File: config.mk
export PLATFORM = sky130hd
export DESIGN_NAME = dvs_event_fifo_flat
export DESIGN_NICKNAME = d
export VERILOG_FILES = /design/src/rtl/dvs_event_fifo_if.sv /design/src/rtl/dvs_event_fifo.sv /design/src/flat_wrapper.sv
export SDC_FILE = /design/constraint.sdc
export NUM_CORES = 2
export LEC_CHECK = 0
export CORE_UTILIZATION = 55
export DETAILED_ROUTE_END_ITERATION = 12
export GPL_TIMING_DRIVEN = 0
export PLACE_DENSITY_LB_ADDON = 0.2
export SYNTH_ARGS = -nofsm -noshare
export SYNTH_HDL_FRONTEND = slang
export SYNTH_SLANG_ARGS = --single-unit
export TNS_END_PERCENT = 5
File: constraint.sdc
create_clock -name clk -period 11.6 [get_ports clk]
set_input_delay 1.74 -clock clk [delete_from_list [all_inputs] [get_ports clk]]
set_output_delay 1.74 -clock clk [all_outputs]
set_load 0.01 [all_outputs]
File: src/rtl/dvs_event_fifo_if.sv
// Event FIFO port bundle: write side, read side, control and status.
// slave faces the FIFO; master faces producer/consumer logic.
`timescale 1ns/1ps
interface dvs_event_fifo_if #(
  parameter int DWIDTH = 136,
  parameter int CW     = 5
);
  logic              flush;
  logic              clr_err;
  logic              wr_en;
  logic [DWIDTH-1:0] wdata;
  logic              rd_en;
  logic [DWIDTH-1:0] rdata;
  logic              rvalid;
  logic              empty;
  logic              full;
  logic              almost_empty;
  logic              almost_full;
  logic [CW-1:0]     count;
  logic [CW-1:0]     hwm;
  logic              overflow;
  logic              underflow;

  modport slave (
    input  flush, clr_err, wr_en, wdata, rd_en,
    output rdata, rvalid, empty, full,
    output almost_empty, almost_full,
    output count, hwm, overflow, underflow
  );

  modport master (
    output flush, clr_err, wr_en, wdata, rd_en,
    input  rdata, rvalid, empty, full,
    input  almost_empty, almost_full,
    input  count, hwm, overflow, underflow
  );
endinterface

File: src/rtl/dvs_event_fifo.sv
// Synchronous FIFO for DVS event words, any depth >= 2.
// Status decoded from registered count; FWFT or registered read.
`timescale 1ns/1ps
module dvs_event_fifo #(
  parameter int DWIDTH        = 136,
  parameter int DEPTH         = 16,
  parameter int AFULL_THRESH  = 12,
  parameter int AEMPTY_THRESH = 2,
  parameter int FWFT          = 1,
  parameter int CW            = $clog2(DEPTH + 1)
) (
  input logic           clk,
  input logic           rst_n,
  dvs_event_fifo_if.slave bus
);

  localparam int PW = (DEPTH > 1) ? $clog2(DEPTH) : 1;

  logic [DWIDTH-1:0] mem [DEPTH];

  logic [PW-1:0] wr_ptr_q, wr_ptr_d;
  logic [PW-1:0] rd_ptr_q, rd_ptr_d;
  logic [CW-1:0] count_q, count_d;
  logic [CW-1:0] hwm_q, hwm_d;
  logic          ovf_q, ovf_d;
  logic          udf_q, udf_d;

  logic empty;
  logic full;
  logic wr_acc;
  logic rd_acc;

  // Explicit wrap keeps non-power-of-two depths correct
  function automatic logic [PW-1:0] ptr_inc(
    input logic [PW-1:0] p
  );
    return (p == PW'(DEPTH - 1)) ? '0 : p + PW'(1);
  endfunction

  assign empty  = (count_q == '0);
  assign full   = (count_q == CW'(DEPTH));
  assign wr_acc = bus.wr_en && !full && !bus.flush;
  assign rd_acc = bus.rd_en && !empty && !bus.flush;

  always_comb begin
    wr_ptr_d = wr_ptr_q;
    rd_ptr_d = rd_ptr_q;
    count_d  = count_q;
    unique case (1'b1)
      bus.flush: begin
        wr_ptr_d = '0;
        rd_ptr_d = '0;
        count_d  = '0;
      end
      default: begin
        if (wr_acc) wr_ptr_d = ptr_inc(wr_ptr_q);
        if (rd_acc) rd_ptr_d = ptr_inc(rd_ptr_q);
        if (wr_acc && !rd_acc) count_d = count_q + CW'(1);
        if (rd_acc && !wr_acc) count_d = count_q - CW'(1);
      end
    endcase
  end

  // A new error in the clearing cycle must not be lost
  always_comb begin
    ovf_d = ovf_q && !bus.clr_err;
    udf_d = udf_q && !bus.clr_err;
    if (bus.wr_en && full && !bus.flush)  ovf_d = 1'b1;
    if (bus.rd_en && empty && !bus.flush) udf_d = 1'b1;
  end

  always_comb begin
    hwm_d = hwm_q;
    if (bus.clr_err)         hwm_d = count_d;
    else if (count_d > hwm_q) hwm_d = count_d;
  end

  always_ff @(posedge clk or negedge rst_n) begin
    if (!rst_n) begin
      wr_ptr_q <= '0;
      rd_ptr_q <= '0;
      count_q  <= '0;
      hwm_q    <= '0;
      ovf_q    <= 1'b0;
      udf_q    <= 1'b0;
    end else begin
      wr_ptr_q <= wr_ptr_d;
      rd_ptr_q <= rd_ptr_d;
      count_q  <= count_d;
      hwm_q    <= hwm_d;
      ovf_q    <= ovf_d;
      udf_q    <= udf_d;
    end
  end

  always_ff @(posedge clk) begin
    if (wr_acc) mem[wr_ptr_q] <= bus.wdata;
  end

  assign bus.empty        = empty;
  assign bus.full         = full;
  assign bus.almost_empty = (count_q <= CW'(AEMPTY_THRESH));
  assign bus.almost_full  = (count_q >= CW'(AFULL_THRESH));
  assign bus.count        = count_q;
  assign bus.hwm          = hwm_q;
  assign bus.overflow     = ovf_q;
  assign bus.underflow    = udf_q;

  if (FWFT != 0) begin : g_fwft
    assign bus.rdata  = mem[rd_ptr_q];
    assign bus.rvalid = !empty;
  end else begin : g_reg
    logic [DWIDTH-1:0] rdata_q, rdata_d;
    logic              rvalid_q, rvalid_d;

    always_comb begin
      rdata_d  = rdata_q;
      rvalid_d = rd_acc;
      if (rd_acc) rdata_d = mem[rd_ptr_q];
    end

    always_ff @(posedge clk or negedge rst_n) begin
      if (!rst_n) begin
        rdata_q  <= '0;
        rvalid_q <= 1'b0;
      end else begin
        rdata_q  <= rdata_d;
        rvalid_q <= rvalid_d;
      end
    end

    assign bus.rdata  = rdata_q;
    assign bus.rvalid = rvalid_q;
  end

endmodule

File: src/flat_wrapper.sv
// flat-port wrapper written by rule: the top's interface ports become plain ports
module dvs_event_fifo_flat 
#(
  parameter int DWIDTH        = 136,
  parameter int DEPTH         = 16,
  parameter int AFULL_THRESH  = 12,
  parameter int AEMPTY_THRESH = 2,
  parameter int FWFT          = 1,
  parameter int CW            = $clog2(DEPTH + 1)
)
  (clk, rst_n, bus_flush, bus_clr_err, bus_wr_en, bus_wdata, bus_rd_en, bus_rdata, bus_rvalid, bus_empty, bus_full, bus_almost_empty, bus_almost_full, bus_count, bus_hwm, bus_overflow, bus_underflow);
  dvs_event_fifo_if #(.DWIDTH(DWIDTH), .CW(CW)) bus_i ();
  input logic clk;
  input logic rst_n;
  input wire logic [$bits(bus_i.flush)-1:0] bus_flush;
  input wire logic [$bits(bus_i.clr_err)-1:0] bus_clr_err;
  input wire logic [$bits(bus_i.wr_en)-1:0] bus_wr_en;
  input wire logic [$bits(bus_i.wdata)-1:0] bus_wdata;
  input wire logic [$bits(bus_i.rd_en)-1:0] bus_rd_en;
  output wire logic [$bits(bus_i.rdata)-1:0] bus_rdata;
  output wire logic [$bits(bus_i.rvalid)-1:0] bus_rvalid;
  output wire logic [$bits(bus_i.empty)-1:0] bus_empty;
  output wire logic [$bits(bus_i.full)-1:0] bus_full;
  output wire logic [$bits(bus_i.almost_empty)-1:0] bus_almost_empty;
  output wire logic [$bits(bus_i.almost_full)-1:0] bus_almost_full;
  output wire logic [$bits(bus_i.count)-1:0] bus_count;
  output wire logic [$bits(bus_i.hwm)-1:0] bus_hwm;
  output wire logic [$bits(bus_i.overflow)-1:0] bus_overflow;
  output wire logic [$bits(bus_i.underflow)-1:0] bus_underflow;
  assign bus_i.flush = bus_flush;
  assign bus_i.clr_err = bus_clr_err;
  assign bus_i.wr_en = bus_wr_en;
  assign bus_i.wdata = bus_wdata;
  assign bus_i.rd_en = bus_rd_en;
  assign bus_rdata = bus_i.rdata;
  assign bus_rvalid = bus_i.rvalid;
  assign bus_empty = bus_i.empty;
  assign bus_full = bus_i.full;
  assign bus_almost_empty = bus_i.almost_empty;
  assign bus_almost_full = bus_i.almost_full;
  assign bus_count = bus_i.count;
  assign bus_hwm = bus_i.hwm;
  assign bus_overflow = bus_i.overflow;
  assign bus_underflow = bus_i.underflow;
  dvs_event_fifo #(.DWIDTH(DWIDTH), .DEPTH(DEPTH), .AFULL_THRESH(AFULL_THRESH), .AEMPTY_THRESH(AEMPTY_THRESH), .FWFT(FWFT), .CW(CW)) u_core (.clk(clk), .rst_n(rst_n), .bus(bus_i));
endmodule
==> impl_metrics.py <==
metrics = {
    "timing": {
        "rsz0062_at_grt": "no",
        "report.final.slew_viol_count": 0,
        "timing.final.setup_violations": 0,
        "post_route_fraction_of_the_period_consumed_by_the_critical_path_pct": 59.6,
        "max_freq_mhz": 145,
        "period_needed_ps": 6910,
        "timing.max_slew.rel_slack_pct": 11.5,
        "fin_worst_skew_ps": 32.3,
        "worst_hold_slack_ps": 520,
        "report.final.hold_viol_count": 0,
        "setup_total_negative_slack_ps": 0,
        "timing_worst_slew_pin_value_ps": 1330,
    },
    "synthesis": {
        "synth.area.top_cells": "sky130_fd_sc_hd__edfxtp_1 (77%), sky130_fd_sc_hd__mux4_2 (7.3%), sky130_fd_sc_hd__mux2i_1 (4.8%)",
        "syn-instance-count": 4198,
        "mean_post_synth_cell_area_um2": 20.1,
        "synth.cell_area_um2": 84300,
        "synth_ff_type": "sky130_fd_sc_hd__edfxtp_1",
        "share_of_the_synthesized_area_in_the_top_cell_type_pct": 77.5,
        "synth_enable_flop_cells": 2176,
        "number_of_distinct_library_cell_variants_in_the_gate_level_netlist_after_synthesis": 52,
        "seq_area_frac_synth_pct": 78.1,
        "async_reset_ff_share_pct": 0.911,
        "post_synthesis_cell_type_with_the_largest_combined_area": "sky130_fd_sc_hd__edfxtp_1",
        "synth.yosys.warnings": 0,
        "postSynthRegisterBits": 2196,
        "postSynthNetCount": 4353,
    },
    "layout": {
        "post-route-util_pct": 65.0,
        "design.final.nets": 4996,
        "final_common_cell": "sky130_fd_sc_hd__edfxtp_1",
        "final-seq-area_um2": 65800,
        "area_growth_pct": 17.2,
        "commonest_cells_after_routing_fill_and_taps_aside": "sky130_fd_sc_hd__edfxtp_1 (2176), sky130_fd_sc_hd__mux2i_1 (407), sky130_fd_sc_hd__clkdlybuf4s50_1 (294)",
        "final_cells": 7046,
        "post_route_cells_drive_above_1_share_pct": 18.9,
        "number_of_fill_cells_in_the_layout": 10200,
        "layout.cell_area.non_filler_um2": 98900,
        "multi_input_area_um2": 17500,
    },
    "placed_design": {
        "post-dp-hpwl_um": 135000,
        "post-place-cells": 6657,
        "io_buffers": 294,
        "placed_inst_area_um2": 92300,
        "gp_routability_congestion": 0.795,
    },
    "clock_network": {
        "clock-root-buffer": "sky130_fd_sc_hd__clkbuf_16",
        "cts.repair_timing.setup_buffer_count": 0,
        "maximum_root_to_sink_buffer_count": 3,
        "clock_tree_from_tritoncts": "yes",
        "cts-resized-gates": 0,
        "clkSinkCount": 2196,
        "cts_hold_repair.buffers": 0,
        "htree_levels": 4,
        "clock_pin_slew_on_the_worst_setup_and_hold_paths_ps": 60,
        "cts_buffers": 212,
        "clock_latency_ps": 830,
    },
    "setup_path": {
        "path_delay_family": "buffers and inverters",
        "path_cells": "buf_2, nand2_1, clkbuf_1, clkbuf_1, o21ai_0, a21oi_1, o21ai_0, nand2_1, clkdlybuf4s50_1",
        "crit_path_max_incr_delay_ps": 1040,
        "path_buf_inv": 4,
        "cp-start-kind": "flop",
        "cp.arrival_ps": 5170,
        "rrSetupSlack_ps": 7590,
        "worst_path_class_setup": "flop to output pin",
        "rr_worst_depth": 12,
        "timing.critical_path.slowest_stage_cell": "sky130_fd_sc_hd__clkbuf_1",
        "required_ps": 9860,
        "endpoint_kind": "output pin",
        "path_max_fanout": 10,
        "crit-reg2reg-launch": "u_core.bus.count[0]$_DFF_PN0_",
        "rr_endpoint": "u_core.mem[3][50]$_DFFE_PP_",
    },
    "route": {
        "final_routed_drc_violation_total": 0,
        "drt-initial-drc-count": 4400,
        "num_vias": 43900,
        "route.final.wire_length_um": 206000,
        "detail_route.first_pass.iterations": 5,
        "detail_route.wl_per_cell_um": 29.2,
        "routed_via_density": 6.23,
        "antenna_left": 0,
    },
    "global_routing": {
        "global_route_usage_over_all_layers_pct": 26.4,
        "grt-ovfl-total": 0,
        "antenna_found_initial": 36,
        "grt_pass1_wl_um": 296000,
        "largest_net_degree_at_the_start_of_global_routing": 29,
        "first_global_vias": 44200,
    },
    "floorplanning": {
        "die_y_um": 394,
        "initial_core_util_pct": 55.5,
        "ios": 295,
        "die_width_um": 394,
        "area_enclosed_by_the_die_boundary_um2": 155000,
        "placeableCoreArea_um2": 152000,
        "floorplan.rows": 143,
    },
    "worst_hold_path": {
        "min_path_type": "flop to flop",
        "hold_end": "u_core.bus.hwm[3]$_DFFE_PN0P_",
        "whs_path_depth": 2,
        "hp-start": "u_core.bus.hwm[3]$_DFFE_PN0P_",
    },
    "power": {
        "power_leakage_uw": 0.0310,
        "worst_vdd_ir_mv": 0.150,
        "power_density_of_the_placed_cells_nw_per_um2": 195,
    },
    "run_status": {
        "status": "finished clean",
    },
    "run": {
        "maxCapViolCount": 0,
    },
}
-- state kept, by name, indices dropped and copies added (netlist names) --
register and flops:
u_core.bus.overflow 1, u_core.bus.hwm 5, u_core.bus.underflow 1, u_core.wr_ptr_q 4, u_core.bus.count 5, u_core.mem 2176, u_core.rd_ptr_q 4
-- routing by layer --
metal  GRT usage (%)  share of wire [%]  up-vias
met1            36.5                 40    23000
met5               0              0.071        -
met2            42.5                 49     1846
li1                -                  -    18700
met3            5.31                8.0      336
met4            8.80                3.0       24
-- cells in the mapped netlist, types with 4 or more instances --
master and instances:
sky130_fd_sc_hd__buf_2 79, sky130_fd_sc_hd__edfxtp_1 2176, sky130_fd_sc_hd__nand2_1 150, sky130_fd_sc_hd__buf_4 4, sky130_fd_sc_hd__clkbuf_1 141, sky130_fd_sc_hd__dfrtp_1 20, sky130_fd_sc_hd__nand2b_1 6, sky130_fd_sc_hd__nand3_1 4
sky130_fd_sc_hd__ha_1 13, sky130_fd_sc_hd__mux2i_1 407, sky130_fd_sc_hd__o21ai_0 271, sky130_fd_sc_hd__inv_1 15, sky130_fd_sc_hd__a21oi_1 137, sky130_fd_sc_hd__buf_1 7, sky130_fd_sc_hd__a21o_1 7, sky130_fd_sc_hd__a221oi_1 135
sky130_fd_sc_hd__xor2_1 4, sky130_fd_sc_hd__mux4_2 275, sky130_fd_sc_hd__nor3_1 8, sky130_fd_sc_hd__nor2_1 27, sky130_fd_sc_hd__mux2_2 137, sky130_fd_sc_hd__a22oi_1 135
-- power by group --
group,internal (uW),switching (uW),total (uW)
sequential,8840,37.3,8870
combinational,1790,2030,3810
clock,3750,2850,6610
-- metrics by stage --
step,total power [uW],setup slack (ps)
after floorplan,11400,-726
after global placement,12800,-12760
after detailed placement,12900,5620
after CTS,19400,4710
after global routing,19900,4490
final,19300,4690
-- cells by family (layout without fill, tap and decap cells) --
family | after synthesis | after routing | synth area share [%]
DFF | 2196 | 2196 | 78.1
muxes | 821 | 821 | 14.0
AOI/OAI and AO/OA | 707 | 707 | 5.35
buffers and inverters | 249 | 1059 | 1.28
and+or+nand+nor | 207 | 207 | 1.01
adders and majority gates | 13 | 13 | 0.193
xor gates and xnor gates | 5 | 5 | 0.0682
other | 0 | 8 | 0
-- worst max path at each step --
stage	start	endpoint	slack, ps	depth (start not counted)
after detailed placement	u_core.rd_ptr_q[1]$_DFFE_PN0P_	bus_rdata[71]	5620	9
after global placement	bus_wr_en	u_core.mem[2][55]$_DFFE_PP_	-12760	5
after CTS	u_core.rd_ptr_q[1]$_DFFE_PN0P_	bus_rdata[71]	4710	9
after global routing	u_core.rd_ptr_q[1]$_DFFE_PN0P_	bus_rdata[72]	4490	9
final	u_core.rd_ptr_q[1]$_DFFE_PN0P_	bus_rdata[72]	4690	9
after floorplan	bus_flush	u_core.mem[3][0]$_DFFE_PP_	-730	4
-- cell type report --
| class | count | share of cell area, % |
|---|---|---|
| Sequential cell | 2196 | 66.6 |
| Multi-Input combinational cell | 1753 | 17.7 |
| Clock buffer | 272 | 5.68 |
| Timing Repair Buffer | 429 | 5.32 |
| Tap cell | 2030 | 2.57 |
| Buffer | 233 | 1.02 |
| Clock inverter | 109 | 0.992 |
| Inverter | 16 | 0.0734 |
| Antenna cell | 8 | 0.0202 |
-- worst min-delay path: stages (launching register included) --
cell	delay [ps]
sky130_fd_sc_hd__dfrtp_1	380
sky130_fd_sc_hd__nand2_1	60
sky130_fd_sc_hd__o41ai_1	50
No activity file was read; power rests on OpenSTA's default activity.
